$ cat src/rtl/aesl_deadlock_watchdog_ctrl_if.sv
// Handshake bundle between the kernel monitor top (master) and the deadlock watchdog (slave).
interface aesl_deadlock_watchdog_ctrl_if #(
    parameter int N_AXIS = 2,
    parameter int N_INST = 2,
    parameter int CNT_W  = 16
);
    logic              enable;
    logic              clear;
    logic [N_AXIS-1:0] axis_block_sigs;
    logic [N_INST-1:0] inst_idle_sigs;
    logic [N_INST-1:0] inst_block_sigs;
    logic              block;
    logic              block_pulse;
    logic [N_AXIS-1:0] block_snapshot;
    logic [CNT_W-1:0]  stall_cycles;
    logic [1:0]        state;

    modport master (
        output enable, clear, axis_block_sigs, inst_idle_sigs, inst_block_sigs,
        input  block, block_pulse, block_snapshot, stall_cycles, state
    );

    modport slave (
        input  enable, clear, axis_block_sigs, inst_idle_sigs, inst_block_sigs,
        output block, block_pulse, block_snapshot, stall_cycles, state
    );
endinterface

$ cat src/rtl/aesl_deadlock_watchdog_ctrl.sv
// Deadlock watchdog: qualifies a stream/instance stall with a persistence timer and
// latches the verdict plus a snapshot of the blocking channels until cleared.
module aesl_deadlock_watchdog_ctrl #(
    parameter int                N_AXIS    = 2,
    parameter int                N_INST    = 2,
    parameter logic [N_INST-1:0] INST_MASK = 2'b01,
    parameter int                TIMEOUT   = 16,
    parameter int                CNT_W     = 16
) (
    input logic                    kernel_monitor_clock,
    input logic                    kernel_monitor_reset,
    aesl_deadlock_watchdog_ctrl_if.slave wd
);
    typedef enum logic [1:0] {IDLE = 2'd0, ARMED = 2'd1, COUNTING = 2'd2, DEADLOCK = 2'd3} state_t;

    localparam logic [CNT_W-1:0] TIMEOUT_C = CNT_W'(TIMEOUT);

    state_t            st;
    logic [CNT_W-1:0]  cnt;
    logic [N_AXIS-1:0] prev_blk;
    logic [N_AXIS-1:0] snap;
    logic              block_r;
    logic              pulse_r;

    logic [N_INST-1:0] inst_stalled;
    logic              stall;
    logic [CNT_W-1:0]  cnt_inc;
    logic              timeout_hit;

    // Masked instances are tied-off slots and always count as stalled.
    for (genvar i = 0; i < N_INST; i++) begin : g_inst
        assign inst_stalled[i] = INST_MASK[i] | wd.inst_idle_sigs[i] | wd.inst_block_sigs[i];
    end

    assign stall       = (|wd.axis_block_sigs) & (&inst_stalled);
    assign cnt_inc     = (cnt == {CNT_W{1'b1}}) ? cnt : cnt + 1'b1;
    assign timeout_hit = (cnt_inc >= TIMEOUT_C);

    always_ff @(posedge kernel_monitor_clock) begin
        if (kernel_monitor_reset) begin
            st       <= IDLE;
            cnt      <= '0;
            prev_blk <= '0;
            snap     <= '0;
            block_r  <= 1'b0;
            pulse_r  <= 1'b0;
        end else begin
            pulse_r <= 1'b0;
            case (st)
                IDLE: begin
                    cnt <= '0;
                    if (wd.enable) st <= ARMED;
                end
                ARMED: begin
                    if (!wd.enable) begin
                        st  <= IDLE;
                        cnt <= '0;
                    end else if (stall) begin
                        cnt      <= {{(CNT_W-1){1'b0}}, 1'b1};
                        prev_blk <= wd.axis_block_sigs;
                        if (TIMEOUT <= 1) begin
                            st      <= DEADLOCK;
                            block_r <= 1'b1;
                            pulse_r <= 1'b1;
                            snap    <= wd.axis_block_sigs;
                        end else begin
                            st <= COUNTING;
                        end
                    end
                end
                COUNTING: begin
                    if (!wd.enable) begin
                        st  <= IDLE;
                        cnt <= '0;
                    end else if (!stall) begin
                        st  <= ARMED;
                        cnt <= '0;
                    end else if (wd.axis_block_sigs != prev_blk) begin
                        // A shift in which channels block means data is still moving.
                        cnt      <= {{(CNT_W-1){1'b0}}, 1'b1};
                        prev_blk <= wd.axis_block_sigs;
                    end else begin
                        cnt <= cnt_inc;
                        if (timeout_hit) begin
                            st      <= DEADLOCK;
                            block_r <= 1'b1;
                            pulse_r <= 1'b1;
                            snap    <= wd.axis_block_sigs;
                        end
                    end
                end
                DEADLOCK: begin
                    if (wd.clear) begin
                        st      <= IDLE;
                        cnt     <= '0;
                        snap    <= '0;
                        block_r <= 1'b0;
                    end
                end
                default: st <= IDLE;
            endcase
        end
    end

    assign wd.state          = st;
    assign wd.stall_cycles   = cnt;
    assign wd.block          = block_r;
    assign wd.block_pulse    = pulse_r;
    assign wd.block_snapshot = snap;
endmodule

$ cat src/flat_wrapper.sv
// flat-port wrapper written by rule: the top's interface ports become plain ports
module aesl_deadlock_watchdog_ctrl_flat 
#(
    parameter int                N_AXIS    = 2,
    parameter int                N_INST    = 2,
    parameter logic [N_INST-1:0] INST_MASK = 2'b01,
    parameter int                TIMEOUT   = 16,
    parameter int                CNT_W     = 16
)
  (kernel_monitor_clock, kernel_monitor_reset, wd_enable, wd_clear, wd_axis_block_sigs, wd_inst_idle_sigs, wd_inst_block_sigs, wd_block, wd_block_pulse, wd_block_snapshot, wd_stall_cycles, wd_state);
  aesl_deadlock_watchdog_ctrl_if #(.N_AXIS(N_AXIS), .N_INST(N_INST), .CNT_W(CNT_W)) wd_i ();
  input logic kernel_monitor_clock;
  input logic kernel_monitor_reset;
  input wire logic [$bits(wd_i.enable)-1:0] wd_enable;
  input wire logic [$bits(wd_i.clear)-1:0] wd_clear;
  input wire logic [$bits(wd_i.axis_block_sigs)-1:0] wd_axis_block_sigs;
  input wire logic [$bits(wd_i.inst_idle_sigs)-1:0] wd_inst_idle_sigs;
  input wire logic [$bits(wd_i.inst_block_sigs)-1:0] wd_inst_block_sigs;
  output wire logic [$bits(wd_i.block)-1:0] wd_block;
  output wire logic [$bits(wd_i.block_pulse)-1:0] wd_block_pulse;
  output wire logic [$bits(wd_i.block_snapshot)-1:0] wd_block_snapshot;
  output wire logic [$bits(wd_i.stall_cycles)-1:0] wd_stall_cycles;
  output wire logic [$bits(wd_i.state)-1:0] wd_state;
  assign wd_i.enable = wd_enable;
  assign wd_i.clear = wd_clear;
  assign wd_i.axis_block_sigs = wd_axis_block_sigs;
  assign wd_i.inst_idle_sigs = wd_inst_idle_sigs;
  assign wd_i.inst_block_sigs = wd_inst_block_sigs;
  assign wd_block = wd_i.block;
  assign wd_block_pulse = wd_i.block_pulse;
  assign wd_block_snapshot = wd_i.block_snapshot;
  assign wd_stall_cycles = wd_i.stall_cycles;
  assign wd_state = wd_i.state;
  aesl_deadlock_watchdog_ctrl #(.N_AXIS(N_AXIS), .N_INST(N_INST), .INST_MASK(INST_MASK), .TIMEOUT(TIMEOUT), .CNT_W(CNT_W)) u_core (.kernel_monitor_clock(kernel_monitor_clock), .kernel_monitor_reset(kernel_monitor_reset), .wd(wd_i));
endmodule
$ cat config.mk
export PLATFORM = sky130hd
export DESIGN_NAME = aesl_deadlock_watchdog_ctrl_flat
export DESIGN_NICKNAME = d
export VERILOG_FILES = /design/src/rtl/aesl_deadlock_watchdog_ctrl_if.sv /design/src/rtl/aesl_deadlock_watchdog_ctrl.sv /design/src/flat_wrapper.sv
export SDC_FILE = /design/constraint.sdc
export NUM_CORES = 1
export LEC_CHECK = 0
export ABC_AREA = 1
export CORE_ASPECT_RATIO = 0.75
export CORE_MARGIN = 5
export CORE_UTILIZATION = 62
export CTS_CLUSTER_SIZE = 30
export DETAILED_ROUTE_END_ITERATION = 6
export DONT_BUFFER_PORTS = 1
export PLACE_DENSITY = 0.87
export RECOVER_POWER = 50
export SLEW_MARGIN = 20
export SYNTH_ARGS = -nofsm -noshare
export SYNTH_HDL_FRONTEND = slang
export SYNTH_SLANG_ARGS = --single-unit
export TNS_END_PERCENT = 10
$ cat constraint.sdc
create_clock -name kernel_monitor_clock -period 4.4 [get_ports kernel_monitor_clock]
set_clock_uncertainty 0.05 [all_clocks]
set_input_delay 0.44 -clock kernel_monitor_clock [delete_from_list [all_inputs] [get_ports kernel_monitor_clock]]
set_output_delay 0.44 -clock kernel_monitor_clock [all_outputs]
set_load 0.01 [all_outputs]
==> results.cfg <==
[run_status]
run_status = completed

[drt]
vias = 1645
firstDrtPassIters = 5
postRouteWirelength_mm = 3.91
route.detailed.wl_per_inst_um = 13.3
post-route-drc-count = 0
detailedRoute.firstIterationViolations = 144
viasPerCell = 5.58
drt.antenna.violating_nets = 0

[floorplan]
chipWidth_um = 70.1
design.portCount = 32
start_util_pct = 64.6
core_area_um2 = 2600
placementRows = 16
die_height_um = 55.1
die_outline_area_um2 = 3860

[clock_network]
holdBufCountCts = 0
clk_root_buffer_cell = sky130_fd_sc_hd__clkbuf_4
clk_latency_ns = 0.34
htree_levels = 1
tritoncts_clock_tree = yes
clk_path_buf_depth = 2
cts_buffers = 3
post_cts.resized_instances = 0
postCtsSetupBuffers = 0
clkSinkCount = 24
clkSlewWorstSetupHoldPaths_ns = 0.15

[worst_setup_path]
cp-end-kind = register
r2r_setup_slack_ns = 1.80
critical-path-top-cell-by-count = sky130_fd_sc_hd__inv_1
crit-reg2reg-launch = u_core.wd.state[1]$_SDFFE_PP0P_
largest_stage_delay_on_the_critical_path_ns = 0.63
setup.worst_path.class = register to register
critical_path.n_buffers_inverters = 2
arrival_ns = 2.83
worstReg2RegEnd = u_core.wd.stall_cycles[4]$_SDFFE_PP0P_
critical_path.top_delay_family = simple AND/OR/NAND/NOR gates
slowest_stage = sky130_fd_sc_hd__nor3_2
crit_chain = ha_1 -> nand2_1 -> nor2_2 -> inv_1 -> nor2_1 -> inv_1 -> nor3_2 -> o21ai_0 -> a21oi_1
r2r.worst_path.cells = 9
worst-endpoint-required_ns = 4.64
startpoint_type = register
cp_max_fo = 12

[global_route]
grt_overflow = 0
grt_pass1_wl_mm = 6.59
grt_start_max_net_pins = 19
global_route.usage.total_pct = 21.6
number_of_global_route_vias_before_repair = 1430
antenna_found_initial = 0

[layout]
drive_above_1_share_pct = 13.5
antenna-diode-count = 0
filler_cells_inserted = 241
synthToLayoutAreaGrowth_pct = 4.69
num-nets-final = 276
finalCoreUtilization_pct = 67.6

[placed_design]
detailed_place_hpwl_mm = 3.00
port_buffers = 0
gp_congestion = 0.862

[min_path]
hp-class = input pin to register
hp-start = kernel_monitor_reset
min_to = u_core.wd.block$_SDFFE_PP0P_
min_delay_path_depth = 1

[synthesis]
synthesis.yosys.warnings = 0
postSynth.asyncResetShare_pct = 0
syn-cell-area_um2 = 1680
post_synth_most_frequent_cells = sky130_fd_sc_hd__nand2_1, sky130_fd_sc_hd__inv_1, sky130_fd_sc_hd__dfxtp_1, sky130_fd_sc_hd__a21oi_1, sky130_fd_sc_hd__nor2_1
postSynthCellCount = 259
synth_enable_flop_cells = 0
postSynth.topFlopCell = sky130_fd_sc_hd__dfxtp_1
ys_ff_latch = 24
synth_area_leaders = sky130_fd_sc_hd__dfxtp_1, sky130_fd_sc_hd__nand2_1, sky130_fd_sc_hd__a21oi_1
netlist-cell-type-count = 28
netlist.top_cell.by_area = sky130_fd_sc_hd__dfxtp_1
post-synth-top-count-cell = sky130_fd_sc_hd__nand2_1
yosysSeqAreaShare_pct = 28.6
mean_area_per_synthesized_cell_um2 = 6.49
synth_nets = 275
synth_top_area_share_pct = 28.6

[sta]
finalHoldViolations = 0
worst-slew-pin-transition_ns = 0.768
grt_setup_unrepaired = no
period_needed_ns = 2.60
worst_slew_margin_pct = 48.5
setup-violations-final = 0
holdWs_ns = 0.0897
fmaxAchievable_mhz = 385
drv_slew = 0
tns_ns = 0
final.period_utilization_pct = 59.0

[power_and_ir_drop]
powerDensity_nw_per_um2 = 312
static_leakage_power_nw = 0.717
peakVddDrop_uv = 330
design_power_total_mw = 0.548

[job]
timing.max_cap.violations = 0
-- placed cells by master, fill, tap and decap left out, types with 3 or more instances in the layout --
cell / netlist / layout
sky130_fd_sc_hd__a21oi_1: 22 / 22
sky130_fd_sc_hd__ha_1: 6 / 6
sky130_fd_sc_hd__dfxtp_1: 24 / 24
sky130_fd_sc_hd__xnor2_1: 4 / 4
sky130_fd_sc_hd__nand2_1: 75 / 75
sky130_fd_sc_hd__o21ai_0: 7 / 7
sky130_fd_sc_hd__nor2_1: 22 / 22
sky130_fd_sc_hd__inv_1: 29 / 29
sky130_fd_sc_hd__nand4_1: 13 / 13
sky130_fd_sc_hd__nor2_2: 7 / 7
sky130_fd_sc_hd__nand2_4: 3 / 3
sky130_fd_sc_hd__nand2_2: 7 / 7
sky130_fd_sc_hd__clkbuf_4: 0 / 3
sky130_fd_sc_hd__nand3_1: 14 / 14
sky130_fd_sc_hd__nor2_4: 6 / 6
-- logic make-up after synthesis --
family | share of synthesized area (%)
buf+inv | 8.64
fa+ha+maj | 4.47
flops | 28.6
xor+xnor | 2.61
simple gates | 44.9
compound gates | 10.8
-- where the power goes --
group,switching [mW],leakage [nW],internal [mW]
clock,0.0718,0.0279,0.0923
sequential,0.0225,0.194,0.232
combinational,0.0835,0.495,0.0461
total,0.178,0.717,0.371
-- flip-flops by register name, indices dropped and copies added, names as in the netlist --
| signal | cells |
|---|---|
| u_core.prev_blk | 2 |
| u_core.wd.block | 1 |
| u_core.wd.stall_cycles | 16 |
| u_core.wd.block_pulse | 1 |
| u_core.wd.state | 2 |
| u_core.wd.block_snapshot | 2 |
-- routing by layer --
metal	GRT usage (%)	share of wire, %	routed length, um
met3	6.14	8.4	328
met2	35.0	44	1730
met4	4.78	0.97	38
met5	0	0	0
met1	29.0	46	1820
-- worst reg2reg max path, stage by stage, from the launching register on --
cell and delay, ns:
sky130_fd_sc_hd__dfxtp_1 0.49, sky130_fd_sc_hd__ha_1 0.32, sky130_fd_sc_hd__nand2_1 0.11, sky130_fd_sc_hd__nor2_2 0.18, sky130_fd_sc_hd__inv_1 0.08, sky130_fd_sc_hd__nor2_1 0.17, sky130_fd_sc_hd__inv_1 0.10, sky130_fd_sc_hd__nor3_2 0.63
sky130_fd_sc_hd__o21ai_0 0.24, sky130_fd_sc_hd__a21oi_1 0.17
-- how the worst max path moves through the flow --
stage	from	endpoint	slack [ns]	cells past startpoint
global route	u_core.wd.state[1]$_SDFFE_PP0P_	u_core.wd.stall_cycles[4]$_SDFFE_PP0P_	1.49	9
detailed placement	u_core.wd.state[0]$_SDFFE_PP0P_	u_core.wd.stall_cycles[4]$_SDFFE_PP0P_	1.90	10
CTS	u_core.wd.state[1]$_SDFFE_PP0P_	u_core.wd.stall_cycles[4]$_SDFFE_PP0P_	1.86	9
global placement	u_core.wd.state[0]$_SDFFE_PP0P_	u_core.wd.stall_cycles[4]$_SDFFE_PP0P_	1.96	10
finish	u_core.wd.state[1]$_SDFFE_PP0P_	u_core.wd.stall_cycles[4]$_SDFFE_PP0P_	1.80	9
floorplan	u_core.wd.stall_cycles[0]$_SDFFE_PP0P_	u_core.wd.state[0]$_SDFFE_PP0P_	2.48	16
-- stage by stage --
step / worst slack (ns) / std cells / instance area [um^2]
after detailed placement: 1.90 / 291 / 1710
final: 1.80 / 295 / 1760
after global placement: 1.96 / 291 / 1710
after global routing: 1.49 / 295 / 1760
after CTS: 1.86 / 295 / 1760
after floorplan: 2.48 / 259 / 1680
-- final cells by class --
type	count	area, um^2	area share (%)
Inverter	33	126	7.18
Clock inverter	1	30.0	1.71
Tap cell	36	45.0	2.56
Multi-Input combinational cell	198	1050	60.0
Sequential cell	24	480	27.3
Clock buffer	3	22.5	1.28
No activity file was read; power rests on OpenSTA's default activity.
==> patch: new RTL, same flow settings <==
Reset style: asynchronous (`kernel_monitor_reset`), changed in one clocked block.
--- a/src/rtl/aesl_deadlock_watchdog_ctrl.sv
+++ b/src/rtl/aesl_deadlock_watchdog_ctrl.sv
@@ -36,7 +36,7 @@
     assign cnt_inc     = (cnt == {CNT_W{1'b1}}) ? cnt : cnt + 1'b1;
     assign timeout_hit = (cnt_inc >= TIMEOUT_C);
 
-    always_ff @(posedge kernel_monitor_clock) begin
+    always_ff @(posedge kernel_monitor_clock or posedge kernel_monitor_reset) begin
         if (kernel_monitor_reset) begin
             st       <= IDLE;
             cnt      <= '0;
Check against the original RTL: differs if kernel_monitor_reset is asserted again (counterexample within 4 cycles, from zero or initial values and one cycle with kernel_monitor_reset high); with kernel_monitor_reset held inactive, the same outputs for 10 cycles.
==> patch against the unedited design <==
Count of clock-buffer cells in the layout unchanged; combinational power increased by 54%; maximum frequency increased by 8.8%; core utilization decreased by 0.25 points; sequential cell count unchanged; first-iteration DRC count decreased by 12%; power increased by 23%; setup slack improved by 0.21 ns; highest routed layer unchanged; wire length decreased by 2.0%; synthesized area decreased by 1.5%; final area decreased by 1.1%.
==> patch: results (changes against the unedited design) <==
[detailed_routing]
first_iter_violations = 127  ; -12%
routed_wl_mm = 3.84  ; -2.0%
via_count = 1540  ; -6.4%
dr.pass1.iters = 4  ; -1

[timing]
holdWs_ns = 0.128  ; +0.0387 ns
relSlewSlack_pct = 38.7  ; -9.8 points
fmax_ghz = 0.419  ; +8.8%

[critical_path]
crit_end = u_core.wd.state[1]$_DFFE_PP0P_
slowest_delay_ns = 0.50  ; -0.13 ns
slowest_stage = dfrtp_1
rr_startpoint = u_core.wd.stall_cycles[0]$_DFFE_PP0P_
r2r_cells = 13  ; +4
critPathMaxFanout = 6  ; -6
crit_arrival_ns = 2.57  ; -0.26 ns
r2r_setup_slack_ns = 2.01  ; +0.21 ns

[grt]
grt_pass1_vias = 1298  ; -9.2%
grt_pass1_wl_mm = 6.24  ; -5.3%
grt_max_degree = 25  ; +6
grt_use_total_pct = 21.2  ; -0.34 points

[synth]
ys.flop_type = dfrtp_1
async_flop_share_pct = 100  ; +100 points
synth_seq_area_share_pct = 36.3  ; +7.7 points
syn_nets = 256  ; -6.9%
netlist_top_cells_area = dfrtp_1, nand2_1, nand3_1

[layout]
nFillCells = 219  ; -9.1%
drive_gt1_share_pct = 8.71  ; -4.8 points
nets = 258  ; -6.5%

[placement]
place_area_um2 = 1690  ; -1.2%
place_ws_ns = 2.07  ; +0.173 ns
gp_congestion = 0.924  ; +7.3%

[power]
p_leak_nw = 0.847  ; +18%
ir_drop_uv = 256  ; -22%

[run_status]
outcome = finished clean

==> patch: kinds of logic (layout without fill, tap and decap cells) <==
family / count (synthesis) / count (layout) / share of synthesized area, %
AND/OR/NAND/NOR: 141 / 141 / 38.8
flip-flops: 24 / 24 / 36.3
AO/OA/AOI/OAI: 31 / 31 / 10.4
adder cells (fa/ha/maj): 6 / 6 / 4.54
buffers and inverters: 34 / 35 / 7.86
XOR/XNOR: 4 / 4 / 2.12
==> patch: per-layer routing <==
metal | up-vias | global-route usage (%) | routed length (um)
li1 | 782 | - | -
met1 | 708 | 28.6 | 1830
met2 | 46 | 34.3 | 1670
met3 | 4 | 6.24 | 304
met4 | 0 | 4.78 | 34
met5 | - | 0 | 0
==> patch: through the flow <==
stage	total power (W)	cells
after global placement	0.000503	273
after floorplan	0.000466	240
after global routing	0.000724	277
after CTS	0.000677	277
final	0.000673	277
after detailed placement	0.000512	273
==> patch: cell type report <==
type | instances | area [um2] | area share [%]
Tap cell | 36 | 45.0 | 2.59
Inverter | 31 | 116 | 6.69
Multi-Input combinational cell | 182 | 925 | 53.2
Clock buffer | 3 | 22.5 | 1.29
Clock inverter | 1 | 30.0 | 1.73
Sequential cell | 24 | 601 | 34.5
==> patch: where the power goes <==
part | leakage, nW | switching [W] | internal, W | total [W]
combinational | 0.495 | 0.000131 | 0.0000692 | 0.000200
clock | 0.0279 | 0.0000728 | 0.0000923 | 0.000165
sequential | 0.325 | 0.0000511 | 0.000256 | 0.000307
total | 0.847 | 0.000255 | 0.000418 | 0.000673
